<file path="config.mk">
export PLATFORM = sky130hd
export DESIGN_NAME = rob
export DESIGN_NICKNAME = d
export VERILOG_FILES = /design/src/rtl/rob_pkg.sv /design/src/rtl/rob.sv
export SDC_FILE = /design/constraint.sdc
export NUM_CORES = 1
export LEC_CHECK = 0
export CORE_ASPECT_RATIO = 0.8
export CORE_MARGIN = 2
export CORE_UTILIZATION = 35
export CTS_CLUSTER_SIZE = 24
export DETAILED_ROUTE_END_ITERATION = 16
export GPL_ROUTABILITY_DRIVEN = 0
export GPL_TIMING_DRIVEN = 0
export PLACE_DENSITY = 0.52
export SYNTH_ARGS = -nofsm -noshare
export SYNTH_HDL_FRONTEND = slang
export SYNTH_SLANG_ARGS = --single-unit
export TNS_END_PERCENT = 50
</file>
<file path="constraint.sdc">
create_clock -name clock -period 4.9 [get_ports clock]
set_input_delay 0.98 -clock clock [delete_from_list [all_inputs] [get_ports clock]]
set_output_delay 0.98 -clock clock [all_outputs]
set_load 0.1 [all_outputs]
</file>
<file path="src/rtl/rob_pkg.sv">
`default_nettype none
// ============================================================================
// Module      : rob_pkg
// Description : Shared sizes, constants and interface structs for the
//               two-wide reorder buffer and its dispatch / free-list /
//               architectural-map neighbours.
// Revision    : 1.0 - initial release
// ============================================================================
package rob_pkg;

    localparam int NUM_ROB   = 8;   // power of two, >= 4
    localparam int NUM_SUPER = 2;   // fixed superscalar width
    localparam int NUM_ARCH  = 32;
    localparam int NUM_PR    = 64;
    localparam int NUM_FL    = NUM_PR - NUM_ARCH;

    localparam int ROB_W  = $clog2(NUM_ROB);
    localparam int CNT_W  = ROB_W + 1;            // count spans 0..NUM_ROB
    localparam int PR_W   = $clog2(NUM_PR);
    localparam int FL_W   = $clog2(NUM_FL);
    localparam int ARCH_W = $clog2(NUM_ARCH);

    localparam logic [ARCH_W-1:0] ZERO_REG = '0;
    localparam logic [PR_W-1:0]   ZERO_PR  = '0;

    typedef struct packed {
        logic                            valid;
        logic                            complete;
        logic                            halt;
        logic [ARCH_W-1:0]               dest_idx;
        logic [PR_W-1:0]                 T_idx;
        logic [PR_W-1:0]                 Told_idx;
        logic [FL_W-1:0]                 FL_idx;
    } ROB_ENTRY_t;

    typedef struct packed {
        logic [NUM_SUPER-1:0][ARCH_W-1:0] dest_idx;
        logic [NUM_SUPER-1:0]             halt;
    } DECODER_ROB_OUT_t;

    typedef struct packed {
        logic [NUM_SUPER-1:0][PR_W-1:0]   T_idx;
    } FL_ROB_OUT_t;

    typedef struct packed {
        logic [NUM_SUPER-1:0][PR_W-1:0]   Told_idx;
    } ROB_FL_OUT_t;

    typedef struct packed {
        logic [NUM_SUPER-1:0][ARCH_W-1:0] dest_idx;
        logic [NUM_SUPER-1:0][PR_W-1:0]   T_idx;
    } ROB_ARCH_OUT_t;

    // Age of an entry relative to a base pointer, modulo the ROB size.
    function automatic logic [ROB_W-1:0] wrap_age(input logic [ROB_W-1:0] idx,
                                                  input logic [ROB_W-1:0] base);
        return idx - base;
    endfunction

endpackage
`default_nettype wire

</file>
<file path="src/rtl/rob.sv">
`default_nettype none
// ============================================================================
// Module      : rob
// Description : Two-wide in-order reorder buffer. Allocates two entries per
//               dispatch, marks completion from the CDB, retires up to two
//               entries per cycle in program order, returns Told registers to
//               the free list and supplies the free-list rollback index on a
//               branch mispredict.
// Ports       : clock/reset          - clock, synchronous active-high reset
//               dispatch_en, decoder_ROB_out, FL_ROB_out, Told_idx_in, FL_idx
//                                    - dispatch pair (slot 0 older)
//               complete_en, complete_ROB_idx - CDB completions
//               rollback_en, rollback_ROB_idx - mispredict squash
//               ROB_valid, ROB_idx   - free-space flag, next dispatch indices
//               retire_en, ROB_FL_out, ROB_Arch_out, halt - retire outputs
//               FL_rollback_idx      - stored FL_idx of the rollback target
// Options     : ROB_DEBUG_EN - exposes head, tail, count and rob_entries
//               as output ports.
// Revision    : 1.0 - initial release
// ============================================================================
module rob
    import rob_pkg::*;
(
    input  logic                                clock,
    input  logic                                reset,
    input  logic                                dispatch_en,
    input  DECODER_ROB_OUT_t                    decoder_ROB_out,
    input  FL_ROB_OUT_t                         FL_ROB_out,
    input  logic [NUM_SUPER-1:0][PR_W-1:0]      Told_idx_in,
    input  logic [NUM_SUPER-1:0][FL_W-1:0]      FL_idx,
    input  logic [NUM_SUPER-1:0]                complete_en,
    input  logic [NUM_SUPER-1:0][ROB_W-1:0]     complete_ROB_idx,
    input  logic                                rollback_en,
    input  logic [ROB_W-1:0]                    rollback_ROB_idx,
    output logic                                ROB_valid,
    output logic [NUM_SUPER-1:0][ROB_W-1:0]     ROB_idx,
    output logic [NUM_SUPER-1:0]                retire_en,
    output ROB_FL_OUT_t                         ROB_FL_out,
    output ROB_ARCH_OUT_t                       ROB_Arch_out,
    output logic [FL_W-1:0]                     FL_rollback_idx,
    output logic                                halt
`ifdef ROB_DEBUG_EN
    ,
    output logic [ROB_W-1:0]                    head,
    output logic [ROB_W-1:0]                    tail,
    output logic [CNT_W-1:0]                    count,
    output ROB_ENTRY_t [NUM_ROB-1:0]            rob_entries
`endif
);

`ifndef ROB_DEBUG_EN
    logic [ROB_W-1:0]               head;
    logic [ROB_W-1:0]               tail;
    logic [CNT_W-1:0]               count;
    ROB_ENTRY_t [NUM_ROB-1:0]       rob_entries;
`endif

    logic [NUM_SUPER-1:0][ROB_W-1:0] head_slot;
    logic [CNT_W-1:0]                num_retired;
    logic [ROB_W-1:0]                rb_age;
    logic [NUM_ROB-1:0]              squash;
    logic                            dispatch_ok;

    // ------------------------------------------------------------------
    // Free space and dispatch indices
    // ------------------------------------------------------------------
    assign ROB_valid   = (count <= CNT_W'(NUM_ROB - NUM_SUPER));
    assign dispatch_ok = dispatch_en & ~rollback_en & ROB_valid;

    always_comb begin
        for (int i = 0; i < NUM_SUPER; i++) begin
            ROB_idx[i]   = tail + ROB_W'(i);
            head_slot[i] = head + ROB_W'(i);
        end
    end

    // ------------------------------------------------------------------
    // Retire selection. The second slot only follows a retiring first slot,
    // and never retires behind a halt.
    // ------------------------------------------------------------------
    always_comb begin
        retire_en    = '0;
        ROB_FL_out   = '0;
        ROB_Arch_out = '0;
        halt         = 1'b0;
        num_retired  = '0;

        retire_en[0] = rob_entries[head_slot[0]].valid & rob_entries[head_slot[0]].complete;
        retire_en[1] = retire_en[0] & ~rob_entries[head_slot[0]].halt
                     & rob_entries[head_slot[1]].valid & rob_entries[head_slot[1]].complete;

        for (int i = 0; i < NUM_SUPER; i++) begin
            ROB_FL_out.Told_idx[i]   = ZERO_PR;
            ROB_Arch_out.dest_idx[i] = ZERO_REG;
            ROB_Arch_out.T_idx[i]    = ZERO_PR;
            if (retire_en[i]) begin
                ROB_FL_out.Told_idx[i]   = rob_entries[head_slot[i]].Told_idx;
                ROB_Arch_out.dest_idx[i] = rob_entries[head_slot[i]].dest_idx;
                ROB_Arch_out.T_idx[i]    = rob_entries[head_slot[i]].T_idx;
                halt                     = halt | rob_entries[head_slot[i]].halt;
            end
            num_retired = num_retired + CNT_W'(retire_en[i]);
        end
    end

    // ------------------------------------------------------------------
    // Rollback: everything strictly younger than the branch is squashed.
    // Ages are taken relative to head so the compare is wrap-safe.
    // ------------------------------------------------------------------
    assign FL_rollback_idx = rob_entries[rollback_ROB_idx].FL_idx;
    assign rb_age          = wrap_age(rollback_ROB_idx, head);

    always_comb begin
        squash = '0;
        for (int j = 0; j < NUM_ROB; j++) begin
            squash[j] = (wrap_age(ROB_W'(j), head) > rb_age);
        end
    end

    // ------------------------------------------------------------------
    // State update. Later assignments take priority: completion, then
    // retire clear, then squash / dispatch. Retiring and dispatched slots
    // never overlap because dispatch targets free entries only.
    // ------------------------------------------------------------------
    always_ff @(posedge clock) begin
        if (reset) begin
            head        <= '0;
            tail        <= '0;
            count       <= '0;
            rob_entries <= '0;
        end else begin
            for (int i = 0; i < NUM_SUPER; i++) begin
                if (complete_en[i] && rob_entries[complete_ROB_idx[i]].valid) begin
                    rob_entries[complete_ROB_idx[i]].complete <= 1'b1;
                end
            end

            for (int i = 0; i < NUM_SUPER; i++) begin
                if (retire_en[i]) begin
                    rob_entries[head_slot[i]] <= '0;
                end
            end

            head <= head + num_retired[ROB_W-1:0];

            if (rollback_en) begin
                for (int j = 0; j < NUM_ROB; j++) begin
                    if (squash[j]) begin
                        rob_entries[j].valid <= 1'b0;
                    end
                end
                tail  <= rollback_ROB_idx + ROB_W'(1);
                count <= CNT_W'(rb_age) + CNT_W'(1) - num_retired;
            end else if (dispatch_ok) begin
                for (int i = 0; i < NUM_SUPER; i++) begin
                    rob_entries[ROB_idx[i]].valid    <= 1'b1;
                    rob_entries[ROB_idx[i]].complete <= 1'b0;
                    rob_entries[ROB_idx[i]].halt     <= decoder_ROB_out.halt[i];
                    rob_entries[ROB_idx[i]].dest_idx <= decoder_ROB_out.dest_idx[i];
                    rob_entries[ROB_idx[i]].T_idx    <= FL_ROB_out.T_idx[i];
                    rob_entries[ROB_idx[i]].Told_idx <= Told_idx_in[i];
                    rob_entries[ROB_idx[i]].FL_idx   <= FL_idx[i];
                end
                tail  <= tail + ROB_W'(NUM_SUPER);
                count <= count + CNT_W'(NUM_SUPER) - num_retired;
            end else begin
                count <= count - num_retired;
            end
        end
    end

endmodule
`default_nettype wire

</file>
==> results summary, run 1 <==
In this run the most critical hold path is launched from rob_entries[177]. The post-route DRC violation count came out at 0. The share of synthesized area in the top cell type comes to 32.5%. In this run the critical register-to-register path is captured at rob_entries[168]. The floorplan step defined a die boundary enclosing ~38000 sq um. Across the VDD grid, the largest voltage drop is 0.210 mV. The analysis attributes to cell leakage a power of 4.88 nW.

The net total in the final layout came out at 1708. The total wire length came out at 67.5 mm. Entering global routing, the biggest net connects 14 pins. The total setup violations reported at the end of the flow came out at 4. In this run the power density over the cells is 298 nW/um^2.

In the finished design, the share of the clock period the worst path needs comes to 100%. The run finished, with violations left. The cell type with the largest total area after synthesis is sky130_fd_sc_hd__dfxtp_1. The required time at the worst-slack endpoint came out at 5.35 ns.

The fraction of the mapped netlist area in compound gates is 30.5%. Along the worst hold path, the cell count comes to 2. The die height is ~180 microns. The final number of max-transition violations is 8.

The multi-input combinational cells in the finished layout cover a total of 7850 sq um. The HPWL reported at the end of detailed placement is 47.0 mm. The clock tree from TritonCTS is yes. The post-synth net total is 1615. The kind of critical path is flip-flop to flip-flop. The via count of the first global-routing pass is 13896. The tree is rooted in a sky130_fd_sc_hd__clkbuf_16. The iteration-0 DRC count of the detailed router came out at between 2000 and 2500. The floorplan has 62 rows.

Yosys attributes the largest share of cell area to sky130_fd_sc_hd__dfxtp_1, sky130_fd_sc_hd__a22oi_1, sky130_fd_sc_hd__o22ai_1, sky130_fd_sc_hd__mux4_2, sky130_fd_sc_hd__nand3_1. The post-synthesis cell type count came out at 55. Once the floorplan was initialized, standard cells occupied 35.7% of the core.

The number of synthesized register bits came out at 210. The worst endpoint data arrival time came out at between 5 and 6 ns. Counting flops with a built-in enable in the synthesized netlist gives 0.

The time the worst path needs with I/O delays and setup came out at 4.91 ns. The post-synthesis xor/xnor area fraction is a little over 1%. The normalized max-slew margin is -4.09%.

For this run, asynchronously set or reset flops after synthesis account for 0%. The count of buffers added on input and output ports is 62. The count of endpoints failing hold in the final timing report came out at 0. STA classifies the critical path endpoint as a flip-flop. The final setup slack of the worst path is -0.0132 ns. The synthesized netlist cell count came out at ~1500. between 100 and 150 I/O pins were placed.

Relative to the synthesized area, the layout overhead comes to 16.6%. Clock tree synthesis inserted a total of 25 buffers. The maximum fanout along the worst path is 13. The simple-gate portion of the synthesized area is 14.5%.

The sequential cell area in the final layout came out at 4210 sq um. The die is 219 microns wide. The transition at the pin with the smallest max-transition slack is 1.55 ns. The tool flagged a number of max-cap violations equal to 1.

The all-layer global routing usage came out at between 30% and 40%. The maximum buffer depth of the clock tree came out at 3. The detailed-routing iteration count for the pre-antenna-repair pass came out at 8.

The clock transition at the registers of the reported paths came out at 0.06 ns. The first global-routing pass estimated 96.0 mm of wire. The remaining antenna violation count is 0. Timing would allow up to around 200 MHz. The setup slack on the worst flop-to-flop path came out at -0.01 ns.

The setup skew after layout came out at 0.0149 ns. The dominant combinational cell family by area after synthesis is compound AO/OA/AOI/OAI gates. The warning count from the yosys run is 0. The source-to-sink clock delay at the later pin of the worst-skew pair came out at between 0.5 and 0.6 ns. The final reports fail on max-capacitance violations, max-slew violations, negative setup slack. In this run the number of H-tree levels came out at 1.

The depth of the worst register-to-register path is 9. The path with the worst hold slack has its endpoint at rob_entries[177]. The count of fill cells added during filler insertion is roughly 3700. The count of vias placed by the detailed router came out at ~15000.

The aggregate global routing overflow came out at 0. The path class of the tightest hold or removal check is flip-flop to flip-flop. STA classifies the critical path startpoint as a flip-flop. The launch point of the critical path is head[2]. The total power is 0.00448 W.

The number of antenna violations at the first check in global routing is 5. Clock tree synthesis found a total of between 200 and 250 sinks. For this run, the leading register cell type out of synthesis is sky130_fd_sc_hd__dfxtp_1. The commonest cells after synthesis are sky130_fd_sc_hd__o22ai_1, sky130_fd_sc_hd__dfxtp_1, sky130_fd_sc_hd__a22oi_1, sky130_fd_sc_hd__nand3_1, sky130_fd_sc_hd__clkbuf_1. Setup repair after global routing could not meet its margin everywhere. The dominant cell by count in the synthesized netlist is sky130_fd_sc_hd__o22ai_1. The floorplan step defined a core boundary enclosing 36100 sq um. The synthesized-area fraction occupied by adder cells is 4.30%.

The combined area of all synthesized cells came out at 12900 sq um. In the routed layout, each cell is associated on average with a via count of 7.03. The sequential-to-total area share from yosys stat is approximately a third. The fraction of synthesized area in multiplexers came out at 9.97%. In the final layout, the share of cells above drive strength 1 is 12.6%.

The launch point of the worst reg-to-reg path is head[2]. In the final routed layout, each cell accounts on average for roughly 32 microns. The final core utilization is between 40% and 50%. The synthesized area per cell came out at around 8.5 sq um.
==> how the worst max path moves through the flow <==
stage                       endpoint  slack (ns)  cells past startpoint
floorplan                   count[2]        0.11                     18
global placement    ROB_Arch_out[18]       -1.48                     11
detailed placement  ROB_Arch_out[20]       -1.53                     12
CTS                     retire_en[0]       -0.04                      8
global route            retire_en[0]       -0.05                      8
finish              rob_entries[168]       -0.01                      9
==> layout make-up <==
cell class,count,share of cell area [%]
inverters,36,0.897
flip-flops and latches,210,27.9
diodes,3,0.0498
multi-input cells,1063,52.1
repair buffers,67,4.11
clock inverters,5,0.241
clock buffers,40,5.13
well taps,480,3.99
plain buffers,202,5.56
==> layer usage <==
layer  global-route usage [%]  vias to the layer above  part of all wire, %
met4                     15.1                        7                  4.8
li1                         -                     6132                    -
met5                        0                        -                 0.11
met1                     46.9                     7152                   40
met3                     11.8                      234                   15
met2                     48.2                     1270                   40
==> registers in the layout, summed over array words and instances, names as in the netlist <==
| name | count |
|---|---|
| head | 3 |
| tail | 3 |
| count | 4 |
| rob_entries | 200 |
==> layout by cell type (no fill, tap or decap), drive strengths merged, types with 4 or more instances in the layout <==
master / n
a211oi: 4
a21o: 4
a21oi: 35
a22oi: 184
a31oi: 6
and2: 9
and3: 19
buf: 98
clkbuf: 169
clkdlybuf4s15: 14
clkdlybuf4s50: 22
clkinv: 4
dfxtp: 210
dlygate4sd2: 4
fa: 4
ha: 38
inv: 37
mux2: 7
mux2i: 6
mux4: 51
nand2: 63
nand2b: 9
nand3: 183
nor2: 56
nor2b: 9
nor3: 18
o2111ai: 24
o21ai: 25
o22ai: 215
o32ai: 48
xnor2: 10
xor2: 5
==> per-stage QoR <==
stage / instance area, sq um / worst slack (ns) / hold slack [ns] / std cells / setup TNS, ns
3_3_place_gp: 14100 / -1.48 / 0.467 / 2054 / -34.14
4_1_cts: 15000 / -0.0354 / 0.483 / 2100 / -0.0354
2_1_floorplan: 12900 / 0.114 / 0.454 / 1512 / 0
3_5_place_dp: 14100 / -1.53 / 0.473 / 2054 / -36.09
6_report: 15100 / -0.0132 / 0.484 / 2106 / -0.0231
5_1_grt: 15100 / -0.0533 / 0.498 / 2105 / -0.0941
==> report_power, final <==
part	total, W	switching, W	internal [W]
Clock	0.00189	0.000809	0.00108
Sequential	0.00182	0.0000561	0.00176
Combinational	0.000775	0.000546	0.000229
==> critical path, stage by stage, from the launching register on <==
cell and delay [ns]:
sky130_fd_sc_hd__dfxtp_1 0.40, sky130_fd_sc_hd__inv_1 0.30, sky130_fd_sc_hd__clkbuf_1 0.78, sky130_fd_sc_hd__clkdlybuf4s15_1 0.89
sky130_fd_sc_hd__ha_1 0.36, sky130_fd_sc_hd__inv_1 0.06, sky130_fd_sc_hd__o2111ai_1 0.89, sky130_fd_sc_hd__nor2_1 0.45
sky130_fd_sc_hd__buf_2 0.36, sky130_fd_sc_hd__o32ai_1 0.31
==> what timing repair did <==
| action | in CTS | in global routing |
|---|---|---|
| setup endpoints to repair | 49 | 32 |
| buffers inserted | 2 | 3 |
| pin swaps | 1 | 1 |
| resized for setup | 193 | 25 |
| hold buffers | 0 | 0 |
==> cell families (layout without fill, tap and decap cells) <==
family,Yosys count,count (layout)
AOI/OAI and AO/OA,564,564
and+or+nand+nor,378,378
buffers and inverters,239,350
DFF,210,210
muxes,64,64
adders and majority gates,42,42
xor gates and xnor gates,15,15
other,0,3
Power figures use the tool's default switching activity.
==> run 2, diff against run 1 <==
clock period = 5 ns   (was 4.9 ns; I/O delays follow)
==> run 2 against run 1 <==
  * The flow finishes with violations (max-capacitance violations, max-slew violations)
  * Core utilization down 0.090 points
  * Setup slack better by 0.053 ns
  * Sequential cell count unchanged
  * Die area unchanged
  * Via count down 0.87%
  * First-iteration DRC count down 0.87%
  * Clock power down 3%
  * Non-clock buffer count down 3
  * Cell area down 0.22%
  * Register-to-register slack better by 0.11 ns
  * Largest cell class unchanged
==> results summary, run 2 (same netlist as run 1, synthesis figures left out) <==
The width of the chip was 219 microns (unchanged). In the layout the commonest cells are sky130_fd_sc_hd__o22ai_1, sky130_fd_sc_hd__dfxtp_1, sky130_fd_sc_hd__a22oi_1. The min-delay analysis places its worst path in the category flip-flop to flip-flop. The number of antenna violations at the first check in global routing is 5 (unchanged). The count of vias placed by the detailed router is 14667 (-0.87%). The number of maximum-capacitance constraint violations came to 1 (unchanged). Traced cell by cell, the critical path runs through inv_1, clkbuf_1, clkbuf_1, nand2_1, a21oi_1, clkdlybuf4s15_2.

The first-pass GRT wire length came out at 96.0 mm (about the same). The post-layout instance count excluding filler cells was 2104 (-0.095%). The area added between synthesis and finish is 16.4%.

The cell that appears most often on the critical path is sky130_fd_sc_hd__clkbuf_1. The maximum fanout along the worst path was 13 (unchanged). The aggregate global routing overflow was 0 (unchanged). The checks that failed: max-capacitance violations, max-slew violations.

The via count of the first global-routing pass is 13889 (-0.050%). The total buffers and inverters traversed by the critical path came out at 4 (-1). The cell sitting at the root of the clock tree is a sky130_fd_sc_hd__clkbuf_16. The final routed wire length divided by cell count was 32.1 microns (about the same). The die outline area came to 38500 sq um (unchanged). The net total in the final layout is 1705 (-0.18%). The reported leakage power came out at 4.88 nW (about the same). The all-layer global routing usage was 34.2% (unchanged). The HPWL reported at the end of detailed placement came out at 47.0 mm (unchanged). The total setup violations reported at the end of the flow came to 0 (-4). The cell family contributing the most delay on the critical path is buffers and inverters. The number of placed cells counting well taps is 2054 (unchanged). The biggest cell delay along the critical path was 0.90 ns (about the same). The per-cell via count in the routed design came to 6.97 (-0.77%). The post-route DRC violation count came to 0 (unchanged). The peak supply drop came out at 0.205 mV (-2.3%). The share of post-route cells with drive strength above 1 is 12.4% (-0.22 points). The clock transition at the registers of the reported paths is 0.06 ns (about the same).

The largest individual stage delay along the critical path comes from the cell sky130_fd_sc_hd__clkbuf_1. The sequential cell area in the final layout is 4210 sq um (about the same). The total area of multi-input combinational cells came to 7840 sq um (about the same). The total CTS buffers is 25 (unchanged). The final number of max-transition violations came out at 8 (unchanged). The normalized max-slew margin is -2.70% (+1.4 points). The source-to-sink clock delay at the later pin of the worst-skew pair is 0.55 ns (about the same). The largest registers in the layout are rob_entries (200), count (4). TritonCTS built the clock tree. The time the worst path needs with I/O delays and setup came out at 4.96 ns. The initial cell density of the core came out at 35.7% (unchanged). The H-tree depth reported by CTS is 1 (unchanged).

The flow ran to the end, but the final reports show violations. The number of flip-flops under the largest register name came out at 200 (unchanged). The total power came out at 0.00439 W (-2.1%).

Setup repair after global routing left no endpoint under its margin. The top achievable clock speed is 202 MHz. The maximum buffer depth of the clock tree came to 3 (unchanged). The detailed-routing iteration count for the pre-antenna-repair pass came out at 6 (-2). The setup skew after layout came out at 0.0111 ns (-0.00381 ns). The number of top-level design ports came out at 110 (unchanged). The count of hold buffers inserted by post-cts repair is 0 (unchanged). The remaining antenna violation count came out at 0 (unchanged). The final cycle utilization of the critical path came out at between 90 and 100%.

The number of buffer cells added on primary ports was 62 (unchanged). The number of clock sinks is 210 (unchanged). The register with the most flip-flops in the final layout is rob_entries. The worst endpoint data arrival time came out at 3.96 ns (-1.40 ns). The startpoint kind of the worst setup timing path is a flip-flop. The count of endpoints failing hold in the final timing report came to 0 (unchanged).

The area of the core came out at 36100 sq um (unchanged). The cell row count is 62 (unchanged). STA classifies the critical path endpoint as an output port. The library cell used most frequently in the layout, excluding fill and tap cells, is sky130_fd_sc_hd__o22ai_1.

The setup path with the least slack is of type flip-flop to output port. The final worst hold slack came out at 0.482 ns (-0.00214 ns). The die height came out at 176 microns (unchanged). The transition at the pin with the smallest max-transition slack is 1.53 ns (-0.0207 ns). The total wire length came to 67.5 mm (about the same). The iteration-0 DRC count of the detailed router was 2382 (-0.87%).

The required time at the worst-slack endpoint is 4.00 ns (-1.35 ns). The count of fill cells added during filler insertion came to 3739 (+0.054%). The areal power density over the cells came out at 292 nW/um^2 (-1.9%). The maximum number of pins on one net before global-route repair came to 14 (unchanged).
run 2: cell types whose count changed in the layout (fill, tap and decap cells not counted), moves of 2 or more:
cell	change
sky130_fd_sc_hd__dlygate4sd2_1	-3
sky130_fd_sc_hd__clkbuf_1	+2
sky130_fd_sc_hd__dlymetal6s2s_1	+2
sky130_fd_sc_hd__buf_4	-4
run 2: layout make-up:
| type | instances | area share, % |
|---|---|---|
| Antenna cell | 4 | 0.0666 |
| Buffer | 202 | 5.52 |
| Clock buffer | 40 | 5.14 |
| Clock inverter | 5 | 0.241 |
| Inverter | 36 | 0.899 |
| Multi-Input combinational cell | 1063 | 52.2 |
| Sequential cell | 210 | 28.0 |
| Tap cell | 480 | 4.00 |
| Timing Repair Buffer | 64 | 3.97 |
run 2: worst paths after layout:
path	slack, ns	end	depth (start not counted)	start
setup / recovery	0.04	ROB_Arch_out[12]	6	head[2]
hold / removal	0.48	rob_entries[177]	2	rob_entries[177]
setup reg to reg	0.10	rob_entries[50]	9	head[2]
hold reg to reg	0.48	rob_entries[177]	2	rob_entries[177]
run 2: what timing repair did:
item                                    CTS  global route
pin swaps                                 1             0
gates resized for setup                 187            24
buffers inserted                          2             0
endpoints found under the setup margin   48            38
run 2: power by group:
group	total [W]	switching, W	internal (W)
clock	0.00184	0.000790	0.00105
combinational	0.000759	0.000534	0.000224
sequential	0.00179	0.0000552	0.00173
total	0.00439	0.00138	0.00301
run 2: worst register-to-register path: stages, from the launching register on:
cell                        delay [ns]
sky130_fd_sc_hd__dfxtp_1          0.40
sky130_fd_sc_hd__inv_1            0.32
sky130_fd_sc_hd__clkbuf_1         0.79
sky130_fd_sc_hd__clkbuf_1         0.91
sky130_fd_sc_hd__ha_1             0.38
sky130_fd_sc_hd__inv_1            0.06
sky130_fd_sc_hd__o2111ai_1        0.83
sky130_fd_sc_hd__nor2_1           0.45
sky130_fd_sc_hd__buf_2            0.35
sky130_fd_sc_hd__o32ai_1          0.31
run 2: layer usage:
layer  vias up  global-route usage, %  part of all wire [%]
li1       6117                      -                     -
met3       233                   11.8                    15
met1      7110                   47.0                    40
met4         2                   15.1                   4.7
met5         -                      0                 0.018
met2      1205                   48.2                    40
run 2: per-stage QoR:
| step | worst slack [ns] | area (sq um) | utilization, % | TNS (ns) |
|---|---|---|---|---|
| finish | 0.0397 | 15000 | 41.6 | 0 |
| global route | 0.0232 | 15000 | 41.6 | 0 |
| CTS | -0.0487 | 15000 | 41.5 | -0.0487 |
| detailed placement | -1.45 | 14100 | 39.1 | -32.12 |
| global placement | -1.40 | 14100 | 39.1 | -30.30 |
| floorplan | 0.214 | 12900 | - | 0 |
==> run 3, diff against run 2 <==
clock period = 5.7 ns   (was 5 ns; I/O delays follow)
==> run 3 against run 2 <==
  * The run ends with max-capacitance violations, max-slew violations, negative setup slack left
  * Clock skew up 0.0016 ns
  * Sequential cell count did not move
  * Hold slack better by 0.0032 ns
  * Highest routed layer unchanged
==> results summary, run 3 (same netlist as run 1, synthesis figures left out) <==
The count of vias placed by the detailed router is 14728 (+0.42%). For this run, the top clock speed supported by timing is 173 MHz. The maximum number of pins on one net before global-route repair is 14 (unchanged). The number of clock sinks is 210 (unchanged).

The checks that failed: max-capacitance violations, max-slew violations, negative setup slack. The maximum fanout along the worst path came out at 12 (-1). The time the worst path needs with I/O delays and setup came out at 5.77 ns. In this run the worst hold path is classified as flip-flop to flip-flop. The number of antenna violations at the first check in global routing is 5 (unchanged). The worst setup path is launched from a flip-flop. The areal power density over the cells is 265 nW/um^2 (-9.2%). The number of top-level design ports was 110 (unchanged). The remaining antenna violation count came out at 0 (unchanged). The width of the chip came out at 219 microns (unchanged). The number of buffer cells added on primary ports came out at 62 (unchanged). Setup repair after global routing could not meet its margin everywhere. The setup skew after layout came out at 0.0127 ns (+0.00156 ns). The H-tree depth reported by CTS came out at 1 (unchanged). Leaving out fill and tap cells, the most frequent cell in the layout is sky130_fd_sc_hd__o22ai_1. STA classifies the critical path endpoint as an output port. The final routed wire length divided by cell count came out at 32.1 microns (about the same). The count of fill cells added during filler insertion is 3744 (+0.13%). The flow ran to the end, but the final reports show violations.

The maximum buffer depth of the clock tree came out at 3 (unchanged). The area of the core is 36100 sq um (unchanged). The number of maximum-capacitance constraint violations is 1 (unchanged). The source-to-sink clock delay at the later pin of the worst-skew pair came to 0.55 ns (about the same). The iteration-0 DRC count of the detailed router came out at 2433 (+2.1%). The normalized max-slew margin is -0.301% (+2.4 points). The number of flip-flops under the largest register name is 200 (unchanged). The total CTS buffers is 25 (unchanged). The die outline area is 38500 sq um (unchanged). The die height came out at 176 microns (unchanged). The total setup violations reported at the end of the flow is 10 (+10). The peak supply drop came out at 0.203 mV (-1.3%). The total area of multi-input combinational cells came to 7810 sq um (-0.40%). The worst endpoint data arrival time was 4.63 ns (+0.67 ns). The final cycle utilization of the critical path came out at 101%. The reported leakage power is 4.90 nW (+0.25%).

The clock transition at the registers of the reported paths is 0.06 ns (about the same). The first-pass GRT wire length came out at 95.9 mm (about the same). The aggregate global routing overflow came out at 0 (unchanged). The register name with the most flops is rob_entries.

Relative to the synthesized area, the layout overhead comes to 15.7%. The count of endpoints failing hold in the final timing report is 0 (unchanged). The library cells used most frequently in the layout, excluding fill and tap cells, are sky130_fd_sc_hd__o22ai_1, sky130_fd_sc_hd__dfxtp_1, sky130_fd_sc_hd__a22oi_1. The final setup slack of the worst path is -0.0684 ns (-0.108 ns). The HPWL reported at the end of detailed placement came out at 47.0 mm (+0.15%). The share of post-route cells with drive strength above 1 is 11.7% (-0.72 points). The initial cell density of the core came out at 35.7% (unchanged). The setup TNS came out at -0.274 ns (-0.274 ns). The final core utilization was 41.4% (-0.22 points). The post-route DRC violation count is 0 (unchanged).

The final number of max-transition violations came out at 1 (-7). The all-layer global routing usage is 34.1% (-0.12 points). The worst setup path is of the flip-flop to output port kind. The largest registers in the layout are rob_entries (200), count (4). The transition at the pin with the smallest max-transition slack came out at 1.50 ns (-0.0359 ns). The clock tree from TritonCTS is yes. The via count of the first global-routing pass was 13762 (-0.91%). The clock root buffer is sky130_fd_sc_hd__clkbuf_16. The cell row count came out at 62 (unchanged). The per-cell via count in the routed design came out at 7.00 (+0.46%). The net total in the final layout came to 1705 (unchanged). The required time at the worst-slack endpoint is 4.56 ns (+0.56 ns).

The total wire length came to 67.5 mm (-0.11%). The detailed-routing iteration count for the pre-antenna-repair pass came out at 7 (+1). The sequential cell area in the final layout came out at 4200 sq um (about the same).
## run 3: worst max-delay path, stage by stage, from the launching register on
cell	delay (ns)
sky130_fd_sc_hd__dfxtp_1	0.50
sky130_fd_sc_hd__clkbuf_1	0.79
sky130_fd_sc_hd__mux4_2	0.41
sky130_fd_sc_hd__mux2i_1	0.45
sky130_fd_sc_hd__nand2_2	0.31
sky130_fd_sc_hd__nor3_4	0.29
sky130_fd_sc_hd__buf_12	0.15
sky130_fd_sc_hd__clkbuf_2	0.43
sky130_fd_sc_hd__and3_1	0.29
sky130_fd_sc_hd__buf_2	0.44
## run 3: repair_timing
| action | in CTS | in global routing |
|---|---|---|
| resized for setup | 87 | 65 |
| pin swaps | 1 | 0 |
| hold buffers | 0 | 0 |
| endpoints found under the setup margin | 40 | 34 |
| setup buffers | 2 | 0 |
## run 3: final cells by class
type | instances | share of cell area, %
inverters | 36 | 0.904
flip-flops and latches | 210 | 28.1
plain buffers | 201 | 5.36
clock inverters | 8 | 0.770
multi-input cells | 1063 | 52.3
well taps | 480 | 4.02
clock buffers | 34 | 4.88
diodes | 6 | 0.100
repair buffers | 65 | 3.58
## run 3: per-layer routing
| metal | global-route usage [%] | wire length (microns) | up-vias |
|---|---|---|---|
| li1 | - | - | 6126 |
| met1 | 48.6 | 27600 | 7165 |
| met2 | 48.8 | 27600 | 1250 |
| met3 | 9.18 | 9390 | 183 |
| met4 | 12.9 | 2830 | 4 |
| met5 | 0 | 55 | - |
## run 3: through the flow
step / hold WS (ns) / cells / area, sq um / power [W] / setup WS, ns
3_5_place_dp: 0.473 / 2055 / 14200 / 0.00223 / -1.24
3_3_place_gp: 0.466 / 2054 / 14100 / 0.00222 / -1.14
4_1_cts: 0.483 / 2098 / 15100 / 0.00391 / 0.00338
5_1_grt: 0.502 / 2099 / 14900 / 0.00403 / -0.00402
6_report: 0.485 / 2103 / 14900 / 0.00396 / -0.0684
2_1_floorplan: 0.454 / 1512 / 12900 / 0.00200 / 0.279
## run 3: path summary, 6_finish.rpt
| kind | endpoint | depth (start not counted) | slack (ns) | startpoint |
|---|---|---|---|---|
| setup / recovery | ROB_Arch_out[18] | 9 | -0.07 | head[2] |
| hold reg to reg | rob_entries[75] | 2 | 0.49 | rob_entries[75] |
| setup reg to reg | count[2] | 16 | 0.43 | head[2] |
| hold / removal | rob_entries[75] | 2 | 0.49 | rob_entries[75] |
## run 3: report_power, final
group / leakage [nW] / internal, W / switching (W)
registers: 1.70 / 0.00152 / 0.0000479
logic: 2.78 / 0.000197 / 0.000467
clock network: 0.423 / 0.00102 / 0.000713
total: 4.90 / 0.00274 / 0.00123
